--- src/rtl/ber_pattern_gen.sv ---
// Reference FIFO: registered occupancy, so a pop only sees entries pushed on earlier edges.
// Pop data is the head entry (combinational); pushes while full and pops while empty are dropped.
module ber_ref_fifo #(
  parameter int W     = 12,
  parameter int DEPTH = 16
) (
  input  logic                     clock,
  input  logic                     reset,
  input  logic                     push_vld,
  input  logic [W-1:0]             push_dat,
  input  logic                     pop_vld,
  output logic [W-1:0]             pop_dat,
  output logic [$clog2(DEPTH):0]   count
);
  localparam int AW = $clog2(DEPTH);
  localparam logic [AW:0] FULL = (AW+1)'(DEPTH);

  logic [W-1:0]  mem [DEPTH];
  logic [AW-1:0] wr_ptr;
  logic [AW-1:0] rd_ptr;
  logic          do_push;
  logic          do_pop;

  assign do_push = push_vld && (count != FULL);
  assign do_pop  = pop_vld && (count != '0);
  assign pop_dat = mem[rd_ptr];

  always_ff @(posedge clock) begin
    if (do_push) mem[wr_ptr] <= push_dat;
  end

  always_ff @(posedge clock or posedge reset) begin
    if (reset) begin
      wr_ptr <= '0;
      rd_ptr <= '0;
      count  <= '0;
    end else begin
      if (do_push) wr_ptr <= wr_ptr + 1'b1;
      if (do_pop)  rd_ptr <= rd_ptr + 1'b1;
      case ({do_push, do_pop})
        2'b10:   count <= count + 1'b1;
        2'b01:   count <= count - 1'b1;
        default: ;
      endcase
    end
  end
endmodule

// BER test-word generator: one-cycle load latency, tx word held while tx_ready is low,
// loads stall when the reference FIFO plus the in-flight word would exceed its depth.
module ber_pattern_gen #(
  parameter int          WIDTH      = 12,
  parameter logic [14:0] SEED       = 15'h7FFF,
  parameter int          FIFO_DEPTH = 16
) (
  input  logic             clock,
  input  logic             reset,
  input  logic             enable,
  input  logic [1:0]       mode,
  input  logic [WIDTH-1:0] fixed_word,
  input  logic [15:0]      inject_period,
  output logic [WIDTH-1:0] tx_word,
  output logic             tx_valid,
  input  logic             tx_ready,
  input  logic             rx_valid,
  output logic [WIDTH-1:0] ref_word,
  output logic             ref_valid,
  output logic [31:0]      words_sent,
  output logic [31:0]      injected,
  output logic             underflow
);
  localparam int          AW        = $clog2(FIFO_DEPTH);
  localparam logic [14:0] LFSR_INIT = (SEED == 15'd0) ? 15'h0001 : SEED;
  localparam logic [AW+1:0] DEPTH_W = (AW+2)'(FIFO_DEPTH);

  typedef enum logic [1:0] {
    MODE_PRBS  = 2'b00,
    MODE_INCR  = 2'b01,
    MODE_FIXED = 2'b10,
    MODE_ALT   = 2'b11
  } mode_e;

  logic [14:0]      lfsr;
  logic [14:0]      lfsr_nxt;
  logic [WIDTH-1:0] count_word;
  logic             alt_phase;
  logic [15:0]      inj_cnt;
  logic             tx_corrupt;
  logic [WIDTH-1:0] prbs_word;
  logic [WIDTH-1:0] alt_word;
  logic [WIDTH-1:0] gen_word;
  logic             inj_hit;
  logic             xfer;
  logic             load;
  logic [AW:0]      fifo_count;
  logic [WIDTH-1:0] fifo_head;
  logic [AW+1:0]    pending;

  always_comb begin
    lfsr_nxt  = lfsr;
    prbs_word = '0;
    alt_word  = '0;
    // Serial LFSR unrolled WIDTH steps; the first bit out lands in the MSB.
    for (int i = WIDTH - 1; i >= 0; i--) begin
      prbs_word[i] = lfsr_nxt[14] ^ lfsr_nxt[13];
      lfsr_nxt     = {lfsr_nxt[13:0], prbs_word[i]};
    end
    for (int i = 0; i < WIDTH; i++) begin
      alt_word[i] = ((i % 2) == 0) ^ alt_phase;
    end
    case (mode_e'(mode))
      MODE_PRBS:  gen_word = prbs_word;
      MODE_INCR:  gen_word = count_word;
      MODE_FIXED: gen_word = fixed_word;
      default:    gen_word = alt_word;
    endcase
  end

  assign inj_hit = (inject_period != 16'd0) && (inj_cnt == inject_period - 16'd1);
  assign xfer    = tx_valid && tx_ready;
  // The presented word already owns a FIFO slot, so it counts against the depth.
  assign pending = {1'b0, fifo_count} + {{(AW+1){1'b0}}, tx_valid};
  assign load    = enable && (pending < DEPTH_W) && (!tx_valid || xfer);

  ber_ref_fifo #(
    .W     (WIDTH),
    .DEPTH (FIFO_DEPTH)
  ) u_ref_fifo (
    .clock    (clock),
    .reset    (reset),
    .push_vld (xfer),
    .push_dat (tx_word ^ WIDTH'(tx_corrupt)),
    .pop_vld  (rx_valid),
    .pop_dat  (fifo_head),
    .count    (fifo_count)
  );

  always_ff @(posedge clock or posedge reset) begin
    if (reset) begin
      tx_word    <= '0;
      tx_valid   <= 1'b0;
      tx_corrupt <= 1'b0;
      lfsr       <= LFSR_INIT;
      count_word <= '0;
      alt_phase  <= 1'b0;
      inj_cnt    <= '0;
      ref_word   <= '0;
      ref_valid  <= 1'b0;
      words_sent <= '0;
      injected   <= '0;
      underflow  <= 1'b0;
    end else begin
      if (xfer) begin
        words_sent <= words_sent + 32'd1;
        if (tx_corrupt) injected <= injected + 32'd1;
      end
      if (load) begin
        tx_word    <= gen_word ^ WIDTH'(inj_hit);
        tx_valid   <= 1'b1;
        tx_corrupt <= inj_hit;
        if (inject_period == 16'd0 || inj_hit) inj_cnt <= '0;
        else                                   inj_cnt <= inj_cnt + 16'd1;
        case (mode_e'(mode))
          MODE_PRBS: lfsr       <= lfsr_nxt;
          MODE_INCR: count_word <= count_word + 1'b1;
          MODE_ALT:  alt_phase  <= ~alt_phase;
          default:   ;
        endcase
      end else if (xfer) begin
        tx_valid <= 1'b0;
      end
      ref_valid <= 1'b0;
      if (rx_valid) begin
        if (fifo_count != '0) begin
          ref_word  <= fifo_head;
          ref_valid <= 1'b1;
        end else begin
          underflow <= 1'b1;
        end
      end
    end
  end
endmodule

--- config.mk ---
export PLATFORM = sky130hd
export DESIGN_NAME = ber_pattern_gen
export DESIGN_NICKNAME = d
export VERILOG_FILES = /design/src/rtl/ber_pattern_gen.sv
export SDC_FILE = /design/constraint.sdc
export NUM_CORES = 1
export LEC_CHECK = 0
export ABC_AREA = 1
export BUFFER_PORTS_ARGS = -buffer_cell sky130_fd_sc_hd__buf_4
export CORE_ASPECT_RATIO = 1.5
export CORE_MARGIN = 2
export CORE_UTILIZATION = 25
export DETAILED_ROUTE_END_ITERATION = 8
export GPL_TIMING_DRIVEN = 1
export PLACE_DENSITY_LB_ADDON = 0.2
export SLEW_MARGIN = 20
export SYNTH_ARGS = -nofsm -noshare
export SYNTH_HDL_FRONTEND = slang
export SYNTH_SLANG_ARGS = --single-unit
--- constraint.sdc ---
create_clock -name clock -period 6.2 [get_ports clock]
set_input_delay 1.24 -clock clock [delete_from_list [all_inputs] [get_ports clock]]
set_output_delay 1.24 -clock clock [all_outputs]
set_load 0.01 [all_outputs]
* Word level (Yosys, flattened, before mapping) *
Memory sizes are Yosys's and may differ from the RTL's. A register that Yosys moved wholly into a read port is not among the register bits.
Index checks and enable logic that the tools add are counted.

storage, ports and cells
  register bits = 137
  bits in writable memories = 192
  input port bits = 35
  output and inout port bits = 91
  word-level logic and storage cells = 79
  memories = 1

operators by class
  $add $sub $neg = 10
  magnitude comparators = 1
  equality and inequality tests = 7
  mux-type cells = 9
  bitwise gates (word level) = 16
  reduce and logical (&&, ||, !) cells = 21

memory list
  name            words  bits a word  rd ports  clocked after memory_dff  write ports  RTL line  source
  u_ref_fifo.mem  16     12           1         1                         1            18        logic [W-1:0] mem [DEPTH];

operators with widths
  operator                                                              number
  32-bit by 1-bit adder with 32-bit output, second input constant       2
  12-bit one-hot mux with 3 select lines                                1
  12-bit by 1-bit XOR with 12-bit output                                2
  16-bit by 1-bit adder with 16-bit output, second input constant       1
  16-bit == test                                                        1
  16-bit zero test                                                      1
  16-bit two-way mux                                                    1
  16-bit nonzero test                                                   1
  16-bit by 1-bit subtractor with 16-bit output, second input constant  1
  12-bit by 1-bit adder with 12-bit output, second input constant       1
  2-bit AND reduction                                                   6
  1-bit XOR                                                             12
  5-bit one-hot mux with 2 select lines                                 1
  4-bit by 1-bit adder with 4-bit output, second input constant         2
  5-bit by 1-bit adder with 6-bit output                                1
  2-bit == test, second input constant                                  3
  1-bit logical AND                                                     6
  6-bit by 5-bit < comparator with 1-bit output, second input constant  1
  1-bit two-way mux                                                     6
  5-bit by 1-bit adder with 5-bit output, second input constant         1
  5-bit != test, second input constant                                  1
  5-bit nonzero test                                                    1
  5-bit by 1-bit subtractor with 5-bit output, second input constant    1
  2-bit by 1-bit == test with 1-bit output, second input constant       2
  5 further kinds                                                       8

* Longest topological paths before layout *
  word-level depth = 5
  gate-level depth with buffers = 15

* Modules after synthesis *
From an unflattened synthesis, not the netlist that was laid out.

second synthesis, totals
  cells, all modules = 1,748
  area total of the unflattened synthesis = 16,100.4 um2

modules (own cells, without submodules)
  module           instances  cells an instance  area each (um2)  seq. area each (um2)
  ber_ref_fifo     1          870                8,901.0          6,090.8
  ber_pattern_gen  1          878                7,199.4          3,422.0

* Worst setup path after synthesis *
OpenSTA, ideal clock, no wires.

  path type = input to register
  from = in rx_valid
  to = reg u_ref_fifo.count[4]
  setup time = 79 ps
  data arrival time = 3,150 ps
  required time = 6,121 ps
  slack = 2,970 ps
  stages on the path = 13
  buffers on the path = 2
  cells stage by stage = nand2_1 inv_1 clkbuf_1 clkbuf_1 ha_1 inv_1 fa_1 nor2_1 a211oi_1 nand2_1 nand2_1 nor2_1 xor2_1

between the ends
  word-level cells in the longest chain between the ends = 3

RTL lines
  element                                                                             RTL line  source
  start, declared                                                                     65        input logic rx_valid,
  1-bit logical AND (*)                                                               25        assign do_pop = pop_vld && (count != '0);
  net u_ref_fifo.do_pop                                                               22        logic do_pop;
  2-bit by 1-bit == test with 1-bit output / 2-bit == test (equally long branches)    40        case ({do_push, do_pop})
  5-bit one-hot mux with 2 select lines / 2-bit nonzero test (equally long branches)  n/a
  end signal, assigned                                                                41        2'b10: count <= count + 1'b1;
  end signal, assigned                                                                42        2'b01: count <= count - 1'b1;
  end, declared                                                                       13        output logic [$clog2(DEPTH):0] count

Mark *: on every way through the listed nets, which the timed path passes. The rest lies on a longest branch.
A chain may end at the register's enable or synchronous reset.

* Final worst setup path *
  from = in tx_ready
  to = reg lfsr[4]

between the ends
  word-level cells in the longest chain between the ends = 4

RTL lines
  element                               RTL line  source
  start, declared                       64        input logic tx_ready,
  1-bit logical AND                     120       assign xfer = tx_valid && tx_ready;
  1-bit logical OR                      123       assign load = enable && (pending < DEPTH_W) && (!tx_valid || xfer);
  1-bit logical AND                     123
  2-bit AND reduction (no source line)  n/a
  end signal, assigned                  164       MODE_PRBS: lfsr <= lfsr_nxt;
  end, declared                         83        logic [14:0] lfsr;

No other way between the ends.

==> metrics <==
# DRC 0; vias in the first global route 11400; Detail Placement HPWL 31300 µm; total gr overflow 0; RSZ-0062 raised after global routing false; area leader, netlist edfxtp_1; chip height 309 µm; Total Wirelength 45200 µm; internal power 4.97 mW; Synth Flop Type edfxtp_1; Async SR Flop Fraction 43.7%; worst-margin pin slew 1.05 ns; CTS tree done; Worst VDD drop 0.197 mV; Placement Setup Slack 1.91 ns; Synth Warn # 0; Final min period 3.74 ns; Setup TNS Final 0 ns; clk_skew 0.0299 ns; Fmax 267 MHz; largest net degree at the start of global routing 101; critical path capture point type flip-flop; first-pass GRT wire length 69300 µm; Max Cap Violations 0; Vias 10900; status finished clean; sequential share of the synthesized area 61.3%; antenna violations before repair 0; die footprint 0.0641 mm²; power per cell area 425 mW/mm²; Total Nets Final 1653; Critical Path AT 4.17 ns; Final Setup Violations 0; WL/cell 18.7 µm; Max FO, Critical Path 18; Rel. slew slack 29.9%; switching part of the total power 37.1%; Antenna Nets Post-Route 0; initial DRC count 756; CP Data Required Time 6.63 ns; CTS Sinks 341; total net switching power 2.93 mW; top-area cell type share of the netlist area 37.2%; Post-synth EDFFs 192; # hold bufs at CTS 0; CTS buffer count 36; Longest Clk Path Bufs 3; Final Wtd Congestion 0.824; Setup Buffers After CTS 0; clock share of power 28.5%; syn_area_per_cell 10.5 µm²; # port buffers 125; Gate power share 30.9%; ANT cells 0; Initial Util 25.3%; vias per cell 4.52; Final Max Slew Viols 0; Syn Nets 1533; final setup margin 2.46 ns; Synth Instances 1482; # rows 111; worst setup path class primary input to flip-flop; total power 7.91 mW; share of layout cells above drive strength 1 16.6%; FF+latch count, synth 341; GRT Util Overall 13.9%; CTS clk-pin slew, worst paths 0.07 ns; IO Count 126; worst-case reg-to-reg path depth 8; Unique masters post-synth 52; fin util 30.4%; crit path launch type primary input; DR pass1 iterations 4; Skew-Pair Late Insertion Delay 0.55 ns; area of the core 0.0612 mm²; Hold Crit Depth 2; cell area after synthesis 0.0155 mm²; H-tree depth 2; hold crit path type flip-flop to flip-flop; final hold violations 0; Leakage Power 7.55 nW; post-cts resize count 0; DIE WIDTH 207 µm; area grow syn2layout 19.9%; Period Utilization, post-route 60.3%; WHS 0.454 ns; Root Driver clkbuf_16; synth top area cells edfxtp_1 (37%), dfrtp_1 (22%), nand2_1 (5.9%); Sequential Power Share 40.6%
-- power groups by stage --
| stage | clock network (mW) | registers [mW] | logic [mW] |
|---|---|---|---|
| 2_1_floorplan | 0 | 3.25 | 1.38 |
| 3_3_place_gp | 0 | 3.26 | 2.47 |
| 3_5_place_dp | 0 | 3.26 | 2.48 |
| 4_1_cts | 2.32 | 3.22 | 2.48 |
| 5_1_grt | 2.39 | 3.26 | 2.70 |
| 6_report | 2.25 | 3.21 | 2.44 |
-- stage by stage --
stage          area (µm²)  cells
3_5_place_dp        17300   2354
2_1_floorplan       15500   1482
3_3_place_gp        17300   2354
5_1_grt             18600   2420
6_report            18600   2420
4_1_cts             18600   2419
-- layer usage --
metal / track usage (%) / wire [µm]
met5: 0 / 0
met4: 5.12 / 1430
met3: 1.85 / 1400
met2: 26.1 / 23800
met1: 16.1 / 18500
-- kinds of logic after synthesis --
logic type                 after synthesis  synth area share [%]
buffers and inverters                  171                  4.45
DFF                                    341                  61.3
adders and majority gates               16                  1.34
xor gates and xnor gates               118                  6.66
AOI/OAI and AO/OA                      231                  9.15
and+or+nand+nor                        605                  17.1
-- synth_stat cells, types with 4 or more instances --
master / number
a21oi_1: 5
a31oi_1: 14
buf_4: 11
clkbuf_1: 44
dfrtp_1: 134
dfstp_2: 15
edfxtp_1: 192
ha_1: 15
inv_1: 104
nand2_1: 245
nand2_2: 5
nand3_1: 55
nand3b_1: 6
nand4_1: 28
nor2_1: 207
nor2_2: 8
nor2_4: 4
nor3_1: 23
nor4_1: 8
o211ai_1: 23
o21ai_0: 129
o221ai_1: 33
o22ai_1: 15
xnor2_1: 38
xor2_1: 80
-- cell usage in the layout (no fill, tap or decap), types with 28 or more instances in the layout --
cell type	n
o21ai_0	129
clkbuf_16	36
dfrtp_1	133
inv_1	102
o221ai_1	33
nand4_1	28
xnor2_1	38
nand3_1	55
buf_4	143
xor2_1	79
nand2_1	245
nor2_1	192
edfxtp_1	192
-- sequential cells by signal (all words and copies together) (netlist names), 4 cells and up --
signal and cells:
u_ref_fifo.mem 192, injected 32, words_sent 32, inj_cnt 16, lfsr 15, count_word 12, ref_word 12, tx_word 12
u_ref_fifo.count 5, u_ref_fifo.rd_ptr 4, u_ref_fifo.wr_ptr 4
-- layout make-up --
class | instances | area (µm²)
repair buffers | 144 | 1100
well taps | 791 | 990
inverters | 109 | 417
flip-flops and latches | 341 | 9510
clock buffers | 46 | 988
fillers | 6303 | 42700
clock inverters | 19 | 229
multi-input cells | 970 | 5360
-- path summary, 6_finish.rpt --
check,endpoint,start,slack (ns)
setup / recovery,lfsr[4],tx_ready,2.46
hold / removal,lfsr[12],lfsr[0],0.45
setup reg to reg,lfsr[4],tx_valid,2.70
hold reg to reg,lfsr[12],lfsr[0],0.45
max in group asynchronous,tx_word[9],reset,4.47
min in group asynchronous,injected[6],reset,0.68
-- worst max-delay path, cell delays in order --
cell	delay, ns
buf_4	0.10
inv_1	0.04
nand2_1	0.07
nand4_1	0.63
buf_4	0.46
nor2_1	0.64
clkinv_1	0.64
o21ai_0	0.35
No activity file was read; power rests on OpenSTA's default activity.
